## src/rtl/npc_pkg.sv

```systemverilog
// rtl/npc_pkg.sv - shared definitions for the iterative RV32M multiplier
// Contents: MUL_OP_* op encodings, mul_state_e FSM states, MUL_LATENCY.
package npc_pkg;

  localparam int MUL_LATENCY = 36;

  localparam logic [1:0] MUL_OP_MUL    = 2'b00;
  localparam logic [1:0] MUL_OP_MULH   = 2'b01;
  localparam logic [1:0] MUL_OP_MULHSU = 2'b10;
  localparam logic [1:0] MUL_OP_MULHU  = 2'b11;

  typedef enum logic [2:0] {
    IDLE   = 3'd0,
    ABS_A  = 3'd1,
    ABS_B  = 3'd2,
    MUL    = 3'd3,
    NEG_LO = 3'd4,
    NEG_HI = 3'd5,
    DONE   = 3'd6
  } mul_state_e;

endpackage

```

## src/rtl/Adder32.sv

```systemverilog
// rtl/Adder32.sv - 32-bit carry-lookahead adder
// Ports: c0 (carry in), in1/in2 (addends), sout (sum), cout (carry out).
// Built from eight 4-bit lookahead groups; group carries chain through the
// group generate/propagate terms.
module Adder32 (
  input  logic        c0,
  input  logic [31:0] in1,
  input  logic [31:0] in2,
  output logic [31:0] sout,
  output logic        cout
);

  logic [31:0] g;
  logic [31:0] p;
  logic [32:0] c;
  logic [7:0]  grp_g;
  logic [7:0]  grp_p;

  always_comb begin
    g     = in1 & in2;
    p     = in1 ^ in2;
    c     = '0;
    grp_g = '0;
    grp_p = '0;
    c[0]  = c0;
    for (int b = 0; b < 8; b++) begin
      // Carries inside a group depend only on the group carry-in.
      c[4*b+1] = g[4*b] | (p[4*b] & c[4*b]);
      c[4*b+2] = g[4*b+1] | (p[4*b+1] & g[4*b])
               | (p[4*b+1] & p[4*b] & c[4*b]);
      c[4*b+3] = g[4*b+2] | (p[4*b+2] & g[4*b+1])
               | (p[4*b+2] & p[4*b+1] & g[4*b])
               | (p[4*b+2] & p[4*b+1] & p[4*b] & c[4*b]);
      grp_g[b] = g[4*b+3] | (p[4*b+3] & g[4*b+2])
               | (p[4*b+3] & p[4*b+2] & g[4*b+1])
               | (p[4*b+3] & p[4*b+2] & p[4*b+1] & g[4*b]);
      grp_p[b] = &p[4*b +: 4];
      c[4*b+4] = grp_g[b] | (grp_p[b] & c[4*b]);
    end
    sout = p ^ c[31:0];
    cout = c[32];
  end

endmodule

```

## src/rtl/mul_iter.sv

```systemverilog
// rtl/mul_iter.sv - iterative shift-add RV32M multiplier (MUL/MULH/MULHSU/MULHU)
// Ports: clk, rst_n (async, active-low); in_valid/in_ready + op/src1/src2
// operand handshake; flush aborts the operation in flight; out_valid/out_ready
// + result (low word for MUL, high word otherwise) result handshake.
// Fixed 36-edge latency from the accepting edge to out_valid.
module mul_iter
  import npc_pkg::*;
#(
  parameter int XLEN = 32
) (
  input  logic            clk,
  input  logic            rst_n,
  input  logic            in_valid,
  output logic            in_ready,
  input  logic [1:0]      op,
  input  logic [XLEN-1:0] src1,
  input  logic [XLEN-1:0] src2,
  input  logic            flush,
  output logic            out_valid,
  input  logic            out_ready,
  output logic [XLEN-1:0] result
);

  mul_state_e state_q;
  mul_state_e state_d;

  logic [1:0]      op_q;
  logic [XLEN-1:0] src1_q;
  logic [XLEN-1:0] src2_q;
  logic [XLEN-1:0] a_q;
  logic [XLEN-1:0] hi_q;
  logic [XLEN-1:0] lo_q;
  logic            carry_q;
  logic [4:0]      cnt_q;
  logic [XLEN-1:0] result_q;

  logic            sa;
  logic            sb;
  logic            src1_neg;
  logic            src2_neg;
  logic            neg;

  logic            add_c0;
  logic [XLEN-1:0] add_in1;
  logic [XLEN-1:0] add_in2;
  logic [XLEN-1:0] add_sum;
  logic            add_cout;

  assign sa       = (op_q == MUL_OP_MULH) || (op_q == MUL_OP_MULHSU);
  assign sb       = (op_q == MUL_OP_MULH);
  assign src1_neg = sa & src1_q[XLEN-1];
  assign src2_neg = sb & src2_q[XLEN-1];
  assign neg      = src1_neg ^ src2_neg;

  assign in_ready  = (state_q == IDLE);
  assign out_valid = (state_q == DONE);
  assign result    = result_q;

  // Single shared adder: negation is ~x + c0, accumulation is hi + (A or 0).
  always_comb begin
    add_c0  = 1'b0;
    add_in1 = '0;
    add_in2 = '0;
    case (state_q)
      ABS_A: begin
        add_in1 = src1_neg ? ~src1_q : src1_q;
        add_c0  = src1_neg;
      end
      ABS_B: begin
        add_in1 = src2_neg ? ~src2_q : src2_q;
        add_c0  = src2_neg;
      end
      MUL: begin
        add_in1 = hi_q;
        add_in2 = lo_q[0] ? a_q : '0;
      end
      NEG_LO: begin
        if (neg) begin
          add_in1 = ~lo_q;
          add_c0  = 1'b1;
        end
      end
      NEG_HI: begin
        if (neg) begin
          add_in1 = ~hi_q;
          add_c0  = carry_q;
        end
      end
      default: ;
    endcase
  end

  Adder32 u_adder (
    .c0   (add_c0),
    .in1  (add_in1),
    .in2  (add_in2),
    .sout (add_sum),
    .cout (add_cout)
  );

  always_ff @(posedge clk or negedge rst_n) begin
    if (!rst_n) state_q <= IDLE;
    else        state_q <= state_d;
  end

  always_comb begin
    state_d = state_q;
    if (flush) begin
      // Flush also blocks acceptance while idle.
      state_d = IDLE;
    end else begin
      case (state_q)
        IDLE:    if (in_valid) state_d = ABS_A;
        ABS_A:   state_d = ABS_B;
        ABS_B:   state_d = MUL;
        MUL:     if (cnt_q == 5'd31) state_d = NEG_LO;
        NEG_LO:  state_d = NEG_HI;
        NEG_HI:  state_d = DONE;
        DONE:    if (out_ready) state_d = IDLE;
        default: state_d = IDLE;
      endcase
    end
  end

  always_ff @(posedge clk or negedge rst_n) begin
    if (!rst_n) begin
      op_q     <= '0;
      src1_q   <= '0;
      src2_q   <= '0;
      a_q      <= '0;
      hi_q     <= '0;
      lo_q     <= '0;
      carry_q  <= 1'b0;
      cnt_q    <= '0;
      result_q <= '0;
    end else begin
      case (state_q)
        IDLE: begin
          if (in_valid && !flush) begin
            op_q   <= op;
            src1_q <= src1;
            src2_q <= src2;
          end
        end
        ABS_A: a_q <= add_sum;
        ABS_B: begin
          lo_q  <= add_sum;
          hi_q  <= '0;
          cnt_q <= '0;
        end
        MUL: begin
          // Carry out of the accumulation becomes the new product MSB.
          {hi_q, lo_q} <= {add_cout, add_sum, lo_q[XLEN-1:1]};
          cnt_q        <= cnt_q + 5'd1;
        end
        NEG_LO: begin
          if (neg) begin
            lo_q    <= add_sum;
            carry_q <= add_cout;
          end else begin
            carry_q <= 1'b0;
          end
        end
        NEG_HI: begin
          if (neg) hi_q <= add_sum;
          // lo_q is already final here; hi comes straight from the adder.
          if (!flush) begin
            if (op_q == MUL_OP_MUL) result_q <= lo_q;
            else                    result_q <= neg ? add_sum : hi_q;
          end
        end
        default: ;
      endcase
    end
  end

endmodule

```

## config.mk

```make
export PLATFORM = sky130hd
export DESIGN_NAME = mul_iter
export DESIGN_NICKNAME = d
export VERILOG_FILES = /design/src/rtl/npc_pkg.sv /design/src/rtl/Adder32.sv /design/src/rtl/mul_iter.sv
export SDC_FILE = /design/constraint.sdc
export NUM_CORES = 1
export LEC_CHECK = 0
export ABC_AREA = 1
export BUFFER_PORTS_ARGS = -buffer_cell sky130_fd_sc_hd__buf_2
export CAP_MARGIN = 20
export CELL_PAD_IN_SITES_DETAIL_PLACEMENT = 0
export CELL_PAD_IN_SITES_GLOBAL_PLACEMENT = 1
export CORE_UTILIZATION = 45
export DETAILED_ROUTE_END_ITERATION = 7
export HOLD_SLACK_MARGIN = 0.02
export PLACE_DENSITY_LB_ADDON = 0.25
export SETUP_SLACK_MARGIN = 0.5
export SYNTH_ARGS = -nofsm -noshare
export SYNTH_HDL_FRONTEND = slang
export SYNTH_SLANG_ARGS = --single-unit
```

## constraint.sdc

```tcl
create_clock -name clk -period 5.87 [get_ports clk]
set_input_delay 0.2935 -clock clk [delete_from_list [all_inputs] [get_ports clk]]
set_output_delay 0.2935 -clock clk [all_outputs]
set_load 0.02 [all_outputs]
```

After elaboration in Yosys (flattened, before gate mapping)
Cells that the tools add are included.
- eq/ne operators: 13
- add/sub/neg operators: 1
- muxes and demuxes: 22
- reductions and logical operators: 20
- bitwise gates (word level): 211
- operators with widths (kind ; count):
    $mux W32 ; 9
    $pmux W32 S3 ; 2
    $pmux W32 S5 ; 1
    $not A32 Y32 ; 4
    $and A1 B1 Y1 ; 122
    $or A1 B1 Y1 ; 80
    $xor A32 B32 Y32 ; 2
    $and A32 B32 Y32 ; 1
    $reduce_and A4 Y1 ; 8
    $pmux W3 S7 ; 1
    $mux W3 ; 4
    $pmux W5 S2 ; 1
    $eq A3 B3 Y1 const B ; 3
    $eq A3 B2 Y1 const B ; 2
    $ne A3 B2 Y1 const B ; 2
    $reduce_and A2 Y1 ; 3
    $reduce_bool A3 Y1 ; 2
    $add A5 B1 Y5 const B ; 1
    $eq A5 B5 Y1 const B ; 1
    $pmux W1 S4 ; 1
    $eq A3 B1 Y1 const B ; 1
    $logic_not A3 Y1 ; 1
    $mux W1 ; 3
    $ne A3 B3 Y1 const B ; 1
    other kinds (11) ; 11
- output and inout bits: 34
- input bits: 71
- bits in registers: 203
- word-level logic and storage cells: 277

Logic depth before layout (Yosys ltp)
- word-level depth: 29
- depth in mapped cells: 36
- depth with buffers taken out: 36

Hierarchy
A second synthesis with hierarchy kept.
- cell total of the unflattened synthesis: 1932
- area, all modules: 13050.0 sq um
- modules (own cells, without submodules) (module ; cells an instance ; times used ; area each (sq um) ; seq. area each (sq um)):
    mul_iter ; 1752 ; 1 ; 11693.7 ; 5079.9
    Adder32 ; 180 ; 1 ; 1356.3 ; 0.0

Least setup slack after synthesis
Ideal clock, no wire load.
- path kind: register to register
- from: reg state_q[1]
- to: reg result_q[29] (netlist: result[29])
- clock period less this slack: 4.567 ns
- slack: 1.303 ns
- library setup time: 0.077 ns
- arrival time: 4.489 ns
- buffers on the path: 2
- cell stages (with the launch flop): 34
- path through: dfrtp_1 -> inv_2 -> nand2_1 -> nor2_1 -> clkbuf_1 -> inv_1 -> nor2_1 -> clkbuf_1 -> a21oi_1 -> a31oi_1 -> ha_1 -> inv_1 -> nor3_1 -> nand3_2 -> nand2_2 -> nand2_2 -> nand2_2 -> nand2_2 -> nand2_2 -> nand2_2 -> nand2_2 -> nand2_2 -> nand2_4 -> nand2_2 -> nand2_4 -> nand2_2 -> nand2_2 -> inv_1 -> fa_1 -> xnor2_1 -> nand2_1 -> o21ai_0 -> nand2_1 -> a21oi_1
- cells in the longest elaborated chain, start to end: 25
- elaborated cells between the ends (all ways): 93
- RTL lines (element ; RTL line ; RTL):
    from (decl) ; mul_iter.sv:24 ; mul_state_e state_q;
    from (signal assigned) ; mul_iter.sv:103 ; else state_q <= state_d;
    $eq A3 B3 Y1 (tied with other cells) ; mul_iter.sv:64, mul_iter.sv:137 ;
    $pmux W32 S5 / $mux W32 (equally long branches) ; mul_iter.sv:64 ; case (state_q)
    $xor A32 B32 Y32 / $and A32 B32 Y32 (equally long branches) ; Adder32.sv:21, Adder32.sv:20 ;
    $and A1 B1 Y1 (on tied branches) ; Adder32.sv:34, Adder32.sv:35, Adder32.sv:36 ;
    $or A1 B1 Y1 (tied with other cells) ; Adder32.sv:34 ; grp_g[b] = g[4*b+3] | (p[4*b+3] & g[4*b+2])
    $or A1 B1 Y1 / $and A1 B1 Y1 (equally long branches) ; Adder32.sv:35, Adder32.sv:36 ;
    $or A1 B1 Y1 ; Adder32.sv:36 ; | (p[4*b+3] & p[4*b+2] & p[4*b+1] & g[4*b]);
    $or A1 B1 Y1 ; Adder32.sv:38 ; c[4*b+4] = grp_g[b] | (grp_p[b] & c[4*b]);
    [9 not listed] ; - ;
    $or A1 B1 Y1 ; Adder32.sv:38 ;
    $and A1 B1 Y1 ; Adder32.sv:38 ;
    $or A1 B1 Y1 ; Adder32.sv:38 ;
    $and A1 B1 Y1 ; Adder32.sv:28 ; c[4*b+1] = g[4*b] | (p[4*b] & c[4*b]);
    $or A1 B1 Y1 ; Adder32.sv:28 ;
    $xor A32 B32 Y32 ; Adder32.sv:40 ; sout = p ^ c[31:0];
    $mux W32 ; - ;
    $mux W32 ; mul_iter.sv:168 ; if (op_q == MUL_OP_MUL) result_q <= lo_q;
    to (signal assigned) ; mul_iter.sv:168 ;
    to (signal assigned) ; mul_iter.sv:169 ; else result_q <= neg ? add_sum : hi_q;
    to (decl) ; mul_iter.sv:35 ; logic [XLEN-1:0] result_q;
Parallel ways exist; a longest one is shown, timed or not.
A chain may end at the register's enable or synchronous reset.

Final worst setup path
- from: reg op_q[0]
- to: reg result_q[29] (netlist: result[29])
- cells in the longest elaborated chain, start to end: 29
- elaborated cells between the ends (all ways): 99
- RTL lines (element ; RTL line ; RTL):
    from (decl) ; mul_iter.sv:27 ; logic [1:0] op_q;
    from (signal assigned) ; mul_iter.sv:140 ; op_q <= op;
    $eq A2 B1 Y1 / $eq A2 B2 Y1 (equally long branches) ; mul_iter.sv:49, mul_iter.sv:50 ;
    $logic_or A1 B1 Y1 ; mul_iter.sv:49 ; assign sa = (op_q == MUL_OP_MULH) || (op_q == MUL_OP_MULHSU);
    $and A1 B1 Y1 ; mul_iter.sv:51 ; assign src1_neg = sa & src1_q[XLEN-1];
    $xor A1 B1 Y1 ; mul_iter.sv:53 ; assign neg = src1_neg ^ src2_neg;
    $mux W32 (on tied branches) ; mul_iter.sv:84, mul_iter.sv:78 ;
    $pmux W32 S5 ; mul_iter.sv:64 ;
    $xor A32 B32 Y32 / $and A32 B32 Y32 (equally long branches) ; Adder32.sv:21, Adder32.sv:20 ;
    $and A1 B1 Y1 (on tied branches) ; Adder32.sv:34, Adder32.sv:35, Adder32.sv:36 ;
    [13 not listed] ; - ;
    $or A1 B1 Y1 ; Adder32.sv:38 ;
    $and A1 B1 Y1 ; Adder32.sv:38 ;
    $or A1 B1 Y1 ; Adder32.sv:38 ;
    $and A1 B1 Y1 ; Adder32.sv:28 ;
    $or A1 B1 Y1 ; Adder32.sv:28 ;
    $xor A32 B32 Y32 ; Adder32.sv:40 ;
    $mux W32 ; - ;
    $mux W32 * ; mul_iter.sv:168 ;
Mark *: on every way between the ends. The rest lies on a longest branch, timed or not.

==> impl_metrics.csv <==
group,metric,value,unit
sta,worst_slack,0.944,ns
grt,track_usage,28.0,%
pwr,p_sw_share,44.5,%
cts,cts_buffers,24,
placed_design,dp.final_hpwl,24400,µm
cts,cts_tree,"built",
synthesis,synthesis.area,12000,µm²
die,dieArea,27300,µm²
placed_design,gp_congestion,0.885,
critical_path,end_kind,"register",
critical_path,crit_path_start,"op_q[0]",
cts,clk_pin_slew,0.06,ns
critical_path,cp.arrival,5.38,ns
cts,h-tree-depth,1,
cts,cts_root_buf,"clkbuf_16",
synthesis,synthMuxAreaShare,6.02,%
layout,drive_gt1_share,16.8,%
routing,ant_nets,0,
sta,rsz0062_at_grt,"yes",
die,std_cell_rows,59,
layout,final_cell_count_no_fill,1995,
die,die-width,165,µm
layout,multiInputGateArea,6140,µm²
cts,clock_latency,0.53,ns
synthesis,synth-compound-area-share,19.4,%
pwr,intPower,4.05,mW
placed_design,placed_cells,1888,
cts,cts_setup_buffers,0,
critical_path,regToRegStartpoint,"op_q[0]",
job,maxCapViolCount,0,
critical_path,critPathMaxStageDelay,0.46,ns
synthesis,avgSynthCellArea,7.93,µm²
critical_path,worst_ep_required_time,6.33,ns
sta,hold_viol,0,
status,status,"finished, final reports clean",
layout,syn2layout_area_growth,19.6,%
die,io-pin-count,105,
routing,via_count,10900,
synthesis,synth_cells,1510,
sta,slew_headroom,35.2,%
grt,grt_pass1_vias,10200,
critical_path,start_kind,"register",
placed_design,dpl_worst_slack,0.789,ns
pwr,p_per_area,509,nW/µm²
sta,worst_pin_slew,0.971,ns
grt,grt_max_degree,85,
critical_path,critPathKind,"register to register",
critical_path,rrSetupSlack,0.94,ns
routing,firstDrtPassIters,5,
grt,grt_first_pass_wirelength,58300,µm
die,dieHeight,165,µm
synthesis,synth_top_family_by_area,"compound AO/OA/AOI/OAI gates",
pwr,power_frac_clock,21.7,%
pwr,p_total,7.29,mW
placed_design,io_buffers,104,
routing,wl_per_cell,18.6,µm
pwr,power_frac_comb,45.7,%
sta,slew_viol_final,0,
die,coreArea,26100,µm²
sta,max_freq,0.203,GHz
critical_path,crit_top_cell,"nand2_2",
critical_path,worstPathMaxFanout,33,
sta,setup-tns-final,0,ns
grt,antenna_found_initial,2,
synthesis,synth_fa_ha_area_share,5.41,%
synthesis,synth_xor_area_share,1.83,%
cts,cts_num_sinks,203,
pwr,leakagePower,6.63,nW
routing,avgViaCountPerCell,5.49,
routing,finalWirelength,37100,µm
layout,nets,1762,
cts,ctsLongestPathBuffers,3,
sta,fin_skew,0.00936,ns
synthesis,synth_seq_cells,203,
layout,finish.utilization,55.0,%
routing,drt_iter0_markers,874,
die,initial_core_util,46.0,%
critical_path,r2r_cells,36,
synthesis,syn_nets,1628,
min_path,hold_path.class,"input pin to register",
sta,setup_viol,0,
sta,period_share,83.9,%
sta,timing.final.crit_period,4.93,ns
critical_path,r2r_end,"result[29]",
synthesis,yosys.area_share.simple,18.4,%
pwr,power_frac_seq,32.6,%
critical_path,crit_end,"result[29]",
critical_path,crit_slowest_cell,"fa_1",
layout,seqCellArea,5080,µm²
pwr,p_sw,3.24,mW
synthesis,synth.distinct_cells,35,
synthesis,ys_warn_count,0,
routing,drc,0,
pwr,ir_drop,307,µV
layout,n_fill_cell,2402,
grt,grt_overflow,0,
synthesis,yosysSeqAreaShare,42.4,%
==> cells by family (layout without fill, tap and decap cells) <==
family	Yosys count	in the layout
and+or+nand+nor	543	543
AOI/OAI and AO/OA	417	417
adders and majority gates	47	47
buffers and inverters	211	360
other	0	1
muxes	64	64
xor gates and xnor gates	25	25
DFF	203	203
==> registers in the layout (all words and copies together), names as in the netlist <==
register,cells
a_q,32
hi_q,32
lo_q,32
result,32
src1_q,32
src2_q,32
cnt_q,5
state_q,3
op_q,2
carry_q,1
==> placed cells by master (no fill, tap or decap), types with 18 or more instances in the layout <==
| cell type | netlist | final |
|---|---|---|
| nand2_1 | 353 | 353 |
| dfrtp_1 | 203 | 203 |
| o21ai_0 | 172 | 172 |
| a21oi_1 | 140 | 140 |
| nor2_1 | 132 | 129 |
| inv_1 | 115 | 114 |
| buf_2 | 0 | 103 |
| dlygate4sd3_1 | 0 | 65 |
| mux2_2 | 64 | 64 |
| ha_1 | 39 | 39 |
| o211ai_1 | 38 | 38 |
| a31oi_1 | 27 | 27 |
| clkbuf_16 | 0 | 25 |
| buf_4 | 0 | 24 |
| xor2_1 | 19 | 18 |
==> power groups by stage <==
| stage | clock network (mW) | logic, mW | registers, mW |
|---|---|---|---|
| 2_1_floorplan | 0 | 2.18 | 2.38 |
| 4_1_cts | 1.61 | 3.30 | 2.37 |
| 3_5_place_dp | 0 | 3.26 | 2.39 |
| 5_1_grt | 1.66 | 3.72 | 2.46 |
| 6_report | 1.58 | 3.34 | 2.38 |
| 3_3_place_gp | 0 | 3.22 | 2.37 |
==> per-layer routing <==
layer / up-vias / track usage, % / wire length, µm
li1: 5325 / - / -
met1: 5141 / 41.8 / 17500
met2: 422 / 41.4 / 15600
met3: 54 / 5.82 / 3190
met4: 2 / 5.84 / 718
met5: - / 0 / 10
==> final cells by class <==
class                      instances  area share, %
tap                              335           2.92
timing repair buffer             197           9.80
sequential                       203           35.4
antenna                            1         0.0175
clock buffer                      29           4.61
clock inverter                    12           1.13
multi-input combinational       1096           42.9
inverter                         122           3.20
==> synth_stat cells <==
library cell / number / area [µm²]
clkinv_1: 2 / 7.51
a22oi_1: 1 / 7.51
o22ai_1: 7 / 43.8
fa_1: 8 / 160
nor3b_1: 1 / 7.51
or2_2: 1 / 6.26
xnor2_1: 6 / 52.6
nor3_1: 8 / 40.0
o21a_1: 1 / 7.51
xor2_1: 19 / 166
o221ai_1: 16 / 140
clkbuf_1: 71 / 267
nand2_2: 16 / 100
buf_1: 18 / 67.6
a211oi_1: 1 / 7.51
o21ai_1: 8 / 40.0
mux2_2: 64 / 721
ha_1: 39 / 488
nand3b_1: 1 / 7.51
o221a_2: 3 / 33.8
nor4_1: 2 / 12.5
inv_1: 115 / 432
o21ai_0: 172 / 861
a221oi_1: 2 / 17.5
o21bai_1: 1 / 7.51
inv_2: 5 / 18.8
nand2_4: 5 / 56.3
nand2_1: 353 / 1330
nand3_1: 18 / 90.1
nor2_1: 132 / 495
o211ai_1: 38 / 285
nand3_2: 6 / 60.1
a21oi_1: 140 / 701
dfrtp_1: 203 / 5080
a31oi_1: 27 / 169
==> worst max-delay path, delay by kind of cell, from the launching register on <==
kind	cells	cell delay, ns
AOI/OAI and AO/OA	7	0.94
xor gates and xnor gates	1	0.22
adders and majority gates	3	0.95
buffers and inverters	5	0.68
DFF	1	0.35
and+or+nand+nor	20	1.69
==> through the flow <==
step | area (µm²) | hold WS (ns)
floorplan | 12000 | -0.00209
global placement | 12800 | 0.397
detailed placement | 12800 | 0.396
CTS | 14300 | 0.0404
global route | 14300 | 0.0612
finish | 14300 | 0.0461
==> worst min path at each step <==
stage	from	end	slack [ns]	depth (start not counted)
after global routing	op[0]	op_q[0]	0.06	3
after global placement	rst_n	result[13]	0.40	1
after detailed placement	rst_n	result[13]	0.40	1
final	op[1]	op_q[1]	0.05	3
after floorplan	rst_n	a_q[0]	-0.002	0
after CTS	op[0]	op_q[0]	0.04	3
==> repair_timing <==
item,in CTS,in global routing
setup endpoints to repair,0,9
hold buffers,65,0
resized for setup,0,6
endpoints found under the hold margin,146,0
Note: power is estimated with default switching activity, not from simulation.
